==> config.mk <==
export PLATFORM = sky130hd
export DESIGN_NAME = seg7_scan_driver
export DESIGN_NICKNAME = d
export VERILOG_FILES = /design/src/rtl/seg7_pkg.sv /design/src/rtl/seg7_glyph_rom.sv /design/src/rtl/seg7_scan_driver.sv
export SDC_FILE = /design/constraint.sdc
export NUM_CORES = 1
export LEC_CHECK = 0
export ABC_AREA = 1
export BUFFER_PORTS_ARGS = -buffer_cell sky130_fd_sc_hd__buf_2
export CAP_MARGIN = 10
export CORE_MARGIN = 2
export CORE_UTILIZATION = 35
export CTS_CLUSTER_SIZE = 25
export DETAILED_ROUTE_END_ITERATION = 16
export PLACE_DENSITY = 0.52
export REMOVE_ABC_BUFFERS = 1
export SYNTH_ARGS = -nofsm -noshare
export SYNTH_HDL_FRONTEND = slang
export SYNTH_SLANG_ARGS = --single-unit
==> constraint.sdc <==
create_clock -name clk -period 3.5 [get_ports clk]
set_input_delay 0.175 -clock clk [delete_from_list [all_inputs] [get_ports clk]]
set_output_delay 0.175 -clock clk [all_outputs]
set_load 0.05 [all_outputs]
==> src/rtl/seg7_pkg.sv <==
// Shared glyph table and code constants for the 7-segment display path.
// Segments are active-low: bit 6 = g ... bit 0 = a.
package seg7_pkg;

   localparam logic [6:0] SEG_0     = 7'h40;
   localparam logic [6:0] SEG_1     = 7'h79;
   localparam logic [6:0] SEG_2     = 7'h24;
   localparam logic [6:0] SEG_3     = 7'h30;
   localparam logic [6:0] SEG_4     = 7'h19;
   localparam logic [6:0] SEG_5     = 7'h12;
   localparam logic [6:0] SEG_6     = 7'h02;
   localparam logic [6:0] SEG_7     = 7'h78;
   localparam logic [6:0] SEG_8     = 7'h00;
   localparam logic [6:0] SEG_9     = 7'h10;
   localparam logic [6:0] SEG_A     = 7'h08;
   localparam logic [6:0] SEG_B     = 7'h03;
   localparam logic [6:0] SEG_C     = 7'h46;
   localparam logic [6:0] SEG_DASH  = 7'h3F;
   localparam logic [6:0] SEG_P     = 7'h0C;
   localparam logic [6:0] SEG_BLANK = 7'h7F;

   localparam logic [3:0] CODE_DASH  = 4'd13;
   localparam logic [3:0] CODE_P     = 4'd14;
   localparam logic [3:0] CODE_BLANK = 4'd15;

   function automatic logic [6:0] glyph(input logic [3:0] code);
      case (code)
         4'd0:    glyph = SEG_0;
         4'd1:    glyph = SEG_1;
         4'd2:    glyph = SEG_2;
         4'd3:    glyph = SEG_3;
         4'd4:    glyph = SEG_4;
         4'd5:    glyph = SEG_5;
         4'd6:    glyph = SEG_6;
         4'd7:    glyph = SEG_7;
         4'd8:    glyph = SEG_8;
         4'd9:    glyph = SEG_9;
         4'd10:   glyph = SEG_A;
         4'd11:   glyph = SEG_B;
         4'd12:   glyph = SEG_C;
         4'd13:   glyph = SEG_DASH;
         4'd14:   glyph = SEG_P;
         default: glyph = SEG_BLANK;
      endcase
   endfunction

endpackage

==> src/rtl/seg7_glyph_rom.sv <==
// Combinational glyph lookup: 4-bit display code to active-low segment pattern.
module seg7_glyph_rom
   import seg7_pkg::*;
(
   input  logic [3:0] code,
   output logic [6:0] seg
);

   assign seg = glyph(code);

endmodule

==> src/rtl/seg7_scan_driver.sv <==
// N-digit multiplexed common-anode 7-segment driver with double-buffered frames,
// leading-zero suppression, per-digit blink, decimal points and an anode guard interval.
module seg7_scan_driver
   import seg7_pkg::*;
#(
   parameter int N_DIGITS     = 4,
   parameter int SCAN_DIV     = 50000,
   parameter int GUARD        = 2,
   parameter int BLINK_FRAMES = 64
) (
   input  logic                  clk,
   input  logic                  rst,
   input  logic                  enable_i,
   input  logic                  load_i,
   input  logic [4*N_DIGITS-1:0] digits_i,
   input  logic [N_DIGITS-1:0]   dp_mask_i,
   input  logic [N_DIGITS-1:0]   blink_mask_i,
   input  logic                  lz_blank_i,
   output logic [6:0]            seg_o,
   output logic                  dp_o,
   output logic [N_DIGITS-1:0]   an_o,
   output logic                  frame_o
);

   localparam int DIV_W = (SCAN_DIV > 1) ? $clog2(SCAN_DIV) : 1;
   localparam int IDX_W = $clog2(N_DIGITS);
   localparam int BLK_W = (BLINK_FRAMES > 1) ? $clog2(BLINK_FRAMES) : 1;

   logic [DIV_W-1:0]      div, div_n;
   logic [IDX_W-1:0]      idx, idx_n;
   logic [BLK_W-1:0]      blink_cnt;
   logic                  blink_phase;
   logic                  pending;
   logic [4*N_DIGITS-1:0] act_codes, shd_codes;
   logic [N_DIGITS-1:0]   act_dp, shd_dp;

   logic                  div_last, idx_last, boundary, frame_nxt;
   logic [3:0]            cur_code, rom_code;
   logic                  cur_dp, cur_blink, cur_sup, zero_run, hide;
   logic [N_DIGITS-1:0]   an_lit;
   logic [6:0]            glyph_seg;

   assign div_last = (div == DIV_W'(SCAN_DIV - 1));
   assign idx_last = (idx == IDX_W'(N_DIGITS - 1));
   assign boundary = enable_i && div_last && idx_last;

   always_comb begin
      div_n = div;
      idx_n = idx;
      if (enable_i) begin
         if (div_last) begin
            div_n = '0;
            idx_n = idx_last ? '0 : idx + 1'b1;
         end else begin
            div_n = div + 1'b1;
         end
      end
   end

   // frame_o is looked ahead so it is high during the wrap cycle itself,
   // which is the cycle where a load goes straight into the active buffer.
   assign frame_nxt = enable_i && (div_n == DIV_W'(SCAN_DIV - 1)) &&
                      (idx_n == IDX_W'(N_DIGITS - 1));

   always_ff @(posedge clk) begin
      if (rst) begin
         div         <= '0;
         idx         <= '0;
         blink_cnt   <= '0;
         blink_phase <= 1'b0;
      end else begin
         div <= div_n;
         idx <= idx_n;
         if (boundary) begin
            if (blink_cnt == BLK_W'(BLINK_FRAMES - 1)) begin
               blink_cnt   <= '0;
               blink_phase <= ~blink_phase;
            end else begin
               blink_cnt <= blink_cnt + 1'b1;
            end
         end
      end
   end

   always_ff @(posedge clk) begin
      if (rst) begin
         act_codes <= {N_DIGITS{CODE_BLANK}};
         shd_codes <= {N_DIGITS{CODE_BLANK}};
         act_dp    <= '0;
         shd_dp    <= '0;
         pending   <= 1'b0;
      end else if (boundary) begin
         pending <= 1'b0;
         if (load_i) begin
            act_codes <= digits_i;
            act_dp    <= dp_mask_i;
            shd_codes <= digits_i;
            shd_dp    <= dp_mask_i;
         end else if (pending) begin
            act_codes <= shd_codes;
            act_dp    <= shd_dp;
         end
      end else if (load_i) begin
         shd_codes <= digits_i;
         shd_dp    <= dp_mask_i;
         pending   <= 1'b1;
      end
   end

   // Walk from the most significant digit down so zero_run tells whether
   // this digit and everything to its left are zero.
   always_comb begin
      cur_code  = CODE_BLANK;
      cur_dp    = 1'b0;
      cur_blink = 1'b0;
      cur_sup   = 1'b0;
      zero_run  = 1'b1;
      an_lit    = '1;
      for (int k = N_DIGITS - 1; k >= 0; k--) begin
         zero_run  = zero_run && (act_codes[4*k +: 4] == 4'd0);
         an_lit[k] = (idx != IDX_W'(k));
         if (idx == IDX_W'(k)) begin
            cur_code  = act_codes[4*k +: 4];
            cur_dp    = act_dp[k];
            cur_blink = blink_mask_i[k];
            cur_sup   = lz_blank_i && (k != 0) && zero_run;
         end
      end
   end

   assign hide     = blink_phase && cur_blink;
   assign rom_code = (cur_sup || hide) ? CODE_BLANK : cur_code;

   seg7_glyph_rom u_rom (
      .code (rom_code),
      .seg  (glyph_seg)
   );

   always_ff @(posedge clk) begin
      if (rst) begin
         seg_o   <= SEG_BLANK;
         dp_o    <= 1'b1;
         an_o    <= '1;
         frame_o <= 1'b0;
      end else begin
         frame_o <= frame_nxt;
         if (!enable_i || (div < DIV_W'(GUARD))) begin
            seg_o <= SEG_BLANK;
            dp_o  <= 1'b1;
            an_o  <= '1;
         end else begin
            seg_o <= glyph_seg;
            dp_o  <= hide ? 1'b1 : ~cur_dp;
            an_o  <= an_lit;
         end
      end
   end

endmodule

# Yosys cells after proc, flatten, opt, wreduce, memory -nomap -nowiden

Memory sizes are Yosys's and may differ from the RTL's. A register that Yosys moved wholly into a read port is not among the register bits.
Index checks and enable logic that the tools add are counted.

Magnitude comparators: 1
Equal/unequal tests: 10
Add/sub/neg operators: 3
Muxes and demuxes: 27
Reduce and logical (&&, ||, !) cells: 24
Bitwise operators: 2

Operator list:

| kind                                                        | number |
|---|---|
| 2-to-1 mux 16 bit                                           | 4 |
| == test 16 bit, second input constant                       | 2 |
| 2-to-1 mux 4 bit                                            | 7 |
| adder 16 x 1 -> 16 bit, second input constant               | 1 |
| less-than comparator 16 x 2 -> 1 bit, second input constant | 1 |
| zero test 4 bit                                             | 3 |
| 2-to-1 mux 1 bit                                            | 12 |
| logical AND 1 bit                                           | 10 |
| adder 6 x 1 -> 6 bit, second input constant                 | 1 |
| == test 2 bit, second input constant                        | 3 |
| == test 6 bit, second input constant                        | 1 |
| 2-to-1 mux 2 bit                                            | 3 |
| 2-to-1 mux 6 bit                                            | 1 |
| inequality test 2 bit, second input constant                | 2 |
| AND reduction 2 bit                                         | 2 |
| nonzero test 2 bit                                          | 2 |
| OR reduction 2 bit                                          | 2 |
| OR reduction 3 bit                                          | 1 |
| adder 2 x 1 -> 2 bit, second input constant                 | 1 |
| == test 2 x 1 -> 1 bit, second input constant               | 1 |
| zero test 2 bit                                             | 1 |
| logical OR 1 bit                                            | 2 |
| inequality test 2 x 1 -> 1 bit, second input constant       | 1 |
| inverter 1 bit                                              | 2 |
| zero test 1 bit                                             | 1 |

Word-level logic and storage cells: 80
Output and inout port bits: 13
Bits of input ports: 29
Bits in read-only memories: 112
Memories kept: 1
Register bits: 72

Memories:

| memory           | words | width | rd ports | clocked after memory_dff | write ports | RTL line       | source |
|---|---|---|---|---|---|---|---|
| (name not given) | 16    | 7     | 1        | 1                        | 0           | seg7_pkg.sv:27 | `case (code)` |

# Longest topological paths before layout

Gate-level depths: netlist of the first run.

Depth in word-level cells: 8
Mapped depth: 16
Gate-level depth less buffers: 16

# Cells and area by module

A second synthesis of the first run with hierarchy kept.

Cell total of the unflattened synthesis: 534
Area total of the unflattened synthesis: 4,037.6 sq um

By module, submodules not included:

| module           | area an instance (sq um) | instances | cells each | seq. area each (sq um) |
|---|---|---|---|---|
| seg7_scan_driver | 3,776.1                  | 1         | 485        | 1,581.5 |
| seg7_glyph_rom   | 261.5                    | 1         | 49         | 0.0 |

# Worst setup path before layout of the first run

No wires, ideal clock.

Path kind: register -> register
Start: register idx[1]
End: register seg_o[4]
Stages on the path, launching flop included: 15
Clock period less this slack: 2.017 ns
Buffers on the path: 1
Data required time: 3.438 ns
Setup slack: 1.483 ns
Setup time: 0.062 ns
Arrival time: 1.956 ns
Path through: dfxtp_1 inv_1 ha_1 buf_4 nor2_4 nand2_2 inv_1 nor2_1 nand3_2 nand2_2 nor2_2 ha_1 nand4_1 or2_1 nand3_1

Longest elaborated chain between the ends: 8
Elaborated cells on any way between the ends: 19
Those cells by class: eq/ne (3); mux (13); reduce/logical (3)

Ends and longest elaborated chain:

| item                           | RTL line                | source |
|---|---|---|
| start, declared                | seg7_scan_driver.sv:30  | `logic [IDX_W-1:0] idx, idx_n;` |
| start signal, assigned         | seg7_scan_driver.sv:73  | `idx <= idx_n;` |
| == test 2 bit                  | seg7_scan_driver.sv:122 | `if (idx == IDX_W'(k)) begin` |
| 2-to-1 mux 1 bit (4 in series) | seg7_scan_driver.sv:122 |  |
| logical AND 1 bit              | seg7_scan_driver.sv:131 | `assign hide = blink_phase && cur_blink;` |
| logical OR 1 bit               | seg7_scan_driver.sv:132 | `assign rom_code = (cur_sup \|\| hide) ? CODE_BLANK : cur_code;` |
| 2-to-1 mux 4 bit (*)           | seg7_scan_driver.sv:132 |  |
| end, declared                  | seg7_scan_driver.sv:19  | `output logic [6:0] seg_o,` |

Every way passes the cells marked *; elsewhere a longest branch is shown, timed or not.
A chain may end at the register's enable or synchronous reset.

# Worst setup path in the final report of the first run

Ends and elaborated chain as after synthesis.

==> results of run 1 <==
[synth_stat cells (all sizes together) (7+ instances only)]
cell | instances | area, um^2
nand3 | 53 | 280.3
dfxtp | 79 | 1582
inv | 62 | 232.7
o21ai | 24 | 120.1
nand2 | 140 | 568.0
nor2 | 82 | 355.3
a21oi | 30 | 150.1
buf | 11 | 72.57
nand4 | 7 | 43.79
mux2i | 20 | 200.2
ha | 8 | 100.1
clkbuf | 8 | 30.03
[power breakdown]
part           switching, mW  total, mW  internal (mW)
registers            0.00586      0.921          0.915
logic                 0.0527     0.0863         0.0336
clock network          0.372      0.637          0.265
[metal layers]
layer  up-vias  GRT usage (%)  part of all wire [%]
met5         -              0                     0
met4         0          8.059                   2.7
met3        21          3.766                   4.6
met2        87          26.09                    45
met1      1466          19.93                    48
li1       1808              -                     -
[metrics by stage]
| step | util (%) | hold WS [ps] | setup slack (ps) | area [um^2] | instances |
|---|---|---|---|---|---|
| 6_report | 40.24 | 35.73 | 1106 | 4343 | 724 |
| 4_1_cts | 40.24 | 21.51 | 1085 | 4343 | 724 |
| 5_1_grt | 40.24 | 28.92 | 815.6 | 4343 | 724 |
| 3_5_place_dp | 38.56 | 411.0 | 1119 | 4161 | 708 |
| 2_1_floorplan | - | 246.6 | 1420 | 3766 | 525 |
| 3_3_place_gp | 38.56 | 414.1 | 1089 | 4161 | 708 |
[flip-flops by register name, summed over array words and instances, names as in the netlist]
register	cells
act_codes	16
act_dp	4
an_o	4
blink_cnt	6
blink_phase	1
div	16
dp_o	1
frame_o	1
idx	2
pending	1
seg_o	7
shd_codes	16
shd_dp	4
[worst reg2reg max path: stages (launching register included)]
cell and delay, ps:
dfxtp_1 330, inv_1 140, ha_1 450, nor2_4 90, nand2_2 120, inv_1 50
nor2_1 130, nand3_2 180, nand3_1 200, ha_1 190, nand4_1 150, or2_1 240
nand3_1 70
[cell families after synthesis]
family          share of synthesized area, %
buf+inv                                8.667
simple gates                           34.02
mux                                    5.175
flops                                  40.88
xor+xnor                              0.9055
compound gates                         7.762
fa+ha+maj                              2.587
[layout make-up]
class,count,area [um^2]
multi-input cells,384,1952
inverters,62,232.7
well taps,140,175.2
fillers,1140,6450
clock inverters,7,57.56
repair buffers,43,220.2
clock buffers,9,123.9
flip-flops and latches,79,1582
[final timing paths]
path              depth (start not counted)  slack [ps]                         end              startpoint
setup / recovery                         12        1110         seg_o[4]$_SDFF_PP1_       idx[1]$_SDFF_PP0_
hold / removal                            3          40  shd_codes[10]$_SDFFE_PP1P_            digits_i[10]
setup reg to reg                         12        1110         seg_o[4]$_SDFF_PP1_       idx[1]$_SDFF_PP0_
hold reg to reg                           2         460      act_dp[2]$_SDFFE_PP0P_  act_dp[2]$_SDFFE_PP0P_
==> impl_metrics.csv, run 1 <==
group,metric,value,unit
worst_setup_path,path_cells,"inv_1 > ha_1 > nor2_4 > nand2_2 > inv_1 > nor2_1 > nand3_2 > nand3_1 > ha_1 > nand4_1 > or2_1 > nand3_1",
cells_and_area,antenna_cells,0,
floorplanning,ioPinCount,42,
grt,grt_usage,16.09,%
timing,setup_tns,0,ps
cells_and_area,final_cell_mix,"nand2_1 (129), dfxtp_1 (79), nor2_1 (73)",
drt,ant_nets,0,
placement,place.port_buffers,41,
cts,clk_pin_slew_worst_paths,90,ps
worst_setup_path,critical_path_required,3810,ps
floorplanning,die_w,109.1,um
worst_setup_path,cp_max_fo,9,
grt,overflow,0,
worst_setup_path,cp-start-kind,"flip-flop",
timing,fin_crit,2394,ps
worst_setup_path,critPathArrivalTime,2700,ps
timing,finalSetupViolCount,0,
floorplanning,start_util,35.85,%
grt,grt_max_degree,35,
cells_and_area,finalNetCount,616,
synthesis,synth_edf_count,0,
cts,clk_latency,360,ps
cts,clk_path_buf_depth,2,
cells_and_area,syn2layout_area_growth,12.26,%
drt,via_per_inst,4.671,
synthesis,syn_area,0.003869,mm^2
synthesis,ys_ff_latch,79,
cts,postCtsSetupBuffers,0,
timing,tightest_slew,930.5,ps
floorplanning,core_area,0.01079,mm^2
synthesis,avgSynthCellArea,7.112,um^2
grt,grt_pass1_wl,14890,um
worst_setup_path,crit_slowest_cell,"ha_1",
cells_and_area,mostFrequentLayoutCell,"nand2_1",
outcome,status,"finished clean",
timing,rsz0062_at_grt,"false",
cts,ctsHoldBuffers,0,
drt,drc,0,
run,cap_violations,0,
cts,cts_buffers,9,
timing,finalCritPeriodShare,68.39,%
drt,firstDrtPassIters,6,
cts,h-tree-depth,3,
power,p_per_area,378.6,mW/mm^2
floorplanning,fp-row-count,38,
cts,root_buffer,"clkbuf_8",
grt,grt_pass1_vias,3236,
timing,relSlewSlack,37.90,%
timing,finalHoldViolCount,0,
worst_setup_path,cp_top_family,"simple AND/OR/NAND/NOR gates",
drt,vias,3382,
drt,wl,8774,um
synthesis,ys_seq_area_share,40.88,%
drt,first_iter_violations,140,
floorplanning,die_y,109.1,um
synthesis,async_flop_share,0,%
synthesis,syn_inst,544,
synthesis,yosys_warnings,0,
floorplanning,die_area,0.01191,mm^2
worst_setup_path,worst-path-buf-inv,2,
power,total_power,1.644,mW
worst_setup_path,end_kind,"flip-flop",
drt,avgRoutedWirePerCell,12.12,um
timing,finClkSkew,11.82,ps
worst_setup_path,crit_type,"flip-flop to flip-flop",
timing,fmax,417.8,MHz
power,ir_worst_vdd,0.1727,mV
grt,antenna_found_initial,0,
worst_setup_path,max_stage_delay,450,ps
cts,cts.sinks,79,
synthesis,synth-main-ff-cell,"dfxtp_1",
cts,tritoncts,"done",
power,leakage,1.959,nW
cts,cts_resized,0,
timing,slew_viol_final,0,
placement,dpl.hpwl,6598,um
placement,gp_congestion,0.9008,
synthesis,netlist-cell-type-count,33,
cells_and_area,drive_gt1_share,14.90,%
min_path,hold_path_class,"input port to flip-flop",
Power figures use the tool's default switching activity.
==> inputs of run 2 (changes only) <==
- ABC_AREA: 1 -> 0
- PLACE_DENSITY: 0.52 -> 0.54
- clock period: 3.5 -> 1.96 ns (I/O delays scaled with it)
==> impl_metrics.csv, run 2 <==
group,metric,value,unit
worst_setup_path,cp_max_fo,4,
drt,wl_met2,3863,um
drt,top_layer_used,"met4",
cts,cts_buffers,9,
cts,clk_pin_slew_worst_paths,90,ps
synthesis,syn_inst,406,
outcome,violations,"setup timing",
power,ir_worst_vdd,0.3466,mV
floorplanning,die_w,105.5,um
power,p_per_area,671.5,mW/mm^2
synthesis,yosys_warnings,0,
synthesis,yosys.cell_count.top_type,"dfxtp_1",
drt,wl_met3,266,um
synthesis,yosysTopAreaCell,"dfxtp_1",
worst_setup_path,cp_top_family,"simple AND/OR/NAND/NOR gates",
cells_and_area,syn2layout_area_growth,39.25,%
min_path,hold_depth,3,
drt,via_per_inst,4.854,
placement,place.port_buffers,41,
grt,grt_pass1_vias,2909,
power,clock_power_share,46.2,%
worst_setup_path,rr_worst_depth,9,
drt,avgRoutedWirePerCell,13.18,um
drt,wl,8577,um
timing,fin_crit,2170,ps
floorplanning,die_y,105.5,um
cells_and_area,antenna_cells,0,
cells_and_area,finalNetCount,548,
synthesis,synthXorXnorAreaFrac,5.097,%
timing,finalSetupViolCount,6,
synthesis,synth-main-ff-cell,"dfxtp_1",
synthesis,synth_area_leaders,"dfxtp_1 (44%), mux2i_1 (6.7%), nand2_1 (6.1%)",
synthesis,synthAdderAreaFrac,2.774,%
synthesis,async_flop_share,0,%
timing,slew_viol_final,0,
cts,tritoncts,"done",
synthesis,syn_area,0.003608,mm^2
worst_setup_path,path_cells,"ha_2 > or3_4 > nor2b_4 > o2111ai_4 > nand2_2 > nor2_4 > ha_4 > o21a_1 > o211ai_1",
cells_and_area,mostFrequentLayoutCell,"dfxtp_1",
cts,clk_latency,350,ps
drt,vias,3160,
synthesis,synth-compound-area-share,13.45,%
synthesis,synth_top_family_by_area,"simple AND/OR/NAND/NOR gates",
synthesis,netlist-cell-type-count,61,
timing,relSlewSlack,70.24,%
grt,grt_usage,15.46,%
power,leakage,2.105,nW
timing,setup_tns,-883.3,ps
worst_setup_path,worst-path-buf-inv,0,
floorplanning,start_util,35.43,%
synthesis,synth.area.mux_share,6.969,%
worst_setup_path,cp-start-kind,"flip-flop",
cells_and_area,final_util,49.34,%
synthesis,synth.cells.most_frequent,"dfxtp_1 (79), nand2_1 (59), nor2_1 (42)",
placement,gp_congestion,0.8279,
floorplanning,core_area,0.01018,mm^2
drt,firstDrtPassIters,4,
cts,clk_path_buf_depth,2,
floorplanning,fp-row-count,37,
placement,dp_slack,-424.3,ps
placement,dpl.hpwl,5968,um
cells_and_area,multi_input_area,0.002108,mm^2
synthesis,ys_ff_latch,79,
outcome,status,"finished, violations left",
worst_setup_path,crit_type,"flip-flop to flip-flop",
power,intPower,2.685,mW
synthesis,synthSimpleGateAreaFrac,23.47,%
worst_setup_path,critical_path_required,2220,ps
floorplanning,ioPinCount,42,
cts,h-tree-depth,3,
synthesis,synth_edf_count,0,
cells_and_area,reg_top3,"act_codes (16), div (16), shd_codes (16)",
worst_setup_path,max_stage_delay,390,ps
floorplanning,die_area,0.01114,mm^2
grt,grt_max_degree,34,
worst_setup_path,end_kind,"flip-flop",
cells_and_area,drive_gt1_share,33.59,%
timing,tightest_slew,442.3,ps
worst_setup_path,path_depth,9,
grt,grt_pass1_wl,13930,um
synthesis,yosysTopAreaCellShare,43.83,%
timing,hold_slack,21.52,ps
cells_and_area,finalInstanceArea,0.005025,mm^2
power,power_frac_comb,5.2,%
drt,wl_met1,4285,um
timing,rsz0062_at_grt,"true",
cts,cts.sinks,79,
cells_and_area,fillers,987,
run,cap_violations,0,
placement,place_area,0.004297,mm^2
drt,ant_nets,0,
timing,finalCritPeriodShare,110.7,%
cts,root_buffer,"clkbuf_8",
grt,overflow,0,
power,switching_share,20.44,%
timing,finClkSkew,18.60,ps
synthesis,avgSynthCellArea,8.888,um^2
worst_setup_path,crit_slowest_cell,"or3_4",
timing,finalWorstSetupSlack,-209.8,ps
min_path,hold_path_class,"input port to flip-flop",
power,seqPwrFrac,48.6,%
power,p_sw,689.8,uW
drt,drc,0,
worst_setup_path,critPathArrivalTime,2430,ps
drt,first_iter_violations,118,
cells_and_area,final_cell_mix,"dfxtp_1 (76), nand2_1 (58), buf_4 (54)",
grt,antenna_found_initial,0,
timing,fmax,460.9,MHz
cells_and_area,ff_latch_area,0.001590,mm^2
timing,finalHoldViolCount,0,
synthesis,ys_seq_area_share,43.83,%
-- run 2: final cells by class --
class	instances	share of cell area [%]
clock inverter	6	2.664
timing repair buffer	117	17.11
clock buffer	9	2.465
tap	136	3.386
inverter	9	0.7719
multi-input combinational	295	41.96
sequential	79	31.65
-- run 2: worst register-to-register path: cells and delay by family, from the launching register on --
family,cells,cell delay [ps]
flip-flops,1,380
AND/OR/NAND/NOR,4,860
AO/OA/AOI/OAI,3,420
adder cells (fa/ha/maj),2,420
-- run 2: logic make-up after synthesis --
logic type	after synthesis
multiplexers	25
AND/OR/NAND/NOR	173
buffers and inverters	32
flip-flops	79
AO/OA/AOI/OAI	68
adder cells (fa/ha/maj)	8
XOR/XNOR	21
-- run 2: path summary, 6_finish.rpt --
| check | from | end | slack (ps) |
|---|---|---|---|
| worst max-delay path | idx[1]$_SDFF_PP0_ | seg_o[3]$_SDFF_PP1_ | -210 |
| worst min-delay path | digits_i[11] | shd_codes[11]$_SDFFE_PP1P_ | 20 |
| worst max register to register | idx[1]$_SDFF_PP0_ | seg_o[3]$_SDFF_PP1_ | -210 |
| worst min register to register | shd_codes[3]$_SDFFE_PP1P_ | shd_codes[3]$_SDFFE_PP1P_ | 480 |
-- run 2: power by group through the flow --
stage                     clock, mW  sequential, mW  combinational (mW)
after floorplan                   0            1.68              0.0722
after global placement            0            1.68               0.154
after detailed placement          0            1.68               0.156
after CTS                      1.59            1.64               0.177
after global routing           1.67            1.64               0.195
final                          1.56            1.64               0.176
-- run 2: per-stage QoR --
stage	instances	total power, mW
after floorplan	383	1.755
after global placement	615	1.834
after detailed placement	615	1.837
after CTS	646	3.412
after global routing	651	3.508
final	651	3.374
-- run 2: layer usage --
layer / GRT usage [%] / up-vias
met1: 21.19 / 1462
met2: 23.59 / 50
met4: 6.015 / 0
met3: 3.525 / 14
li1: - / 1634
met5: 0 / -
-- run 2: what timing repair did --
action / 4_1_cts / 5_1_grt
hold buffers: 13 / 0
endpoints found under the setup margin: 7 / 34
resized for setup: 43 / 29
pin swaps: 16 / 12
hold endpoints to repair: 13 / 0
buffers inserted: 3 / 5
cloned: 0 / 0
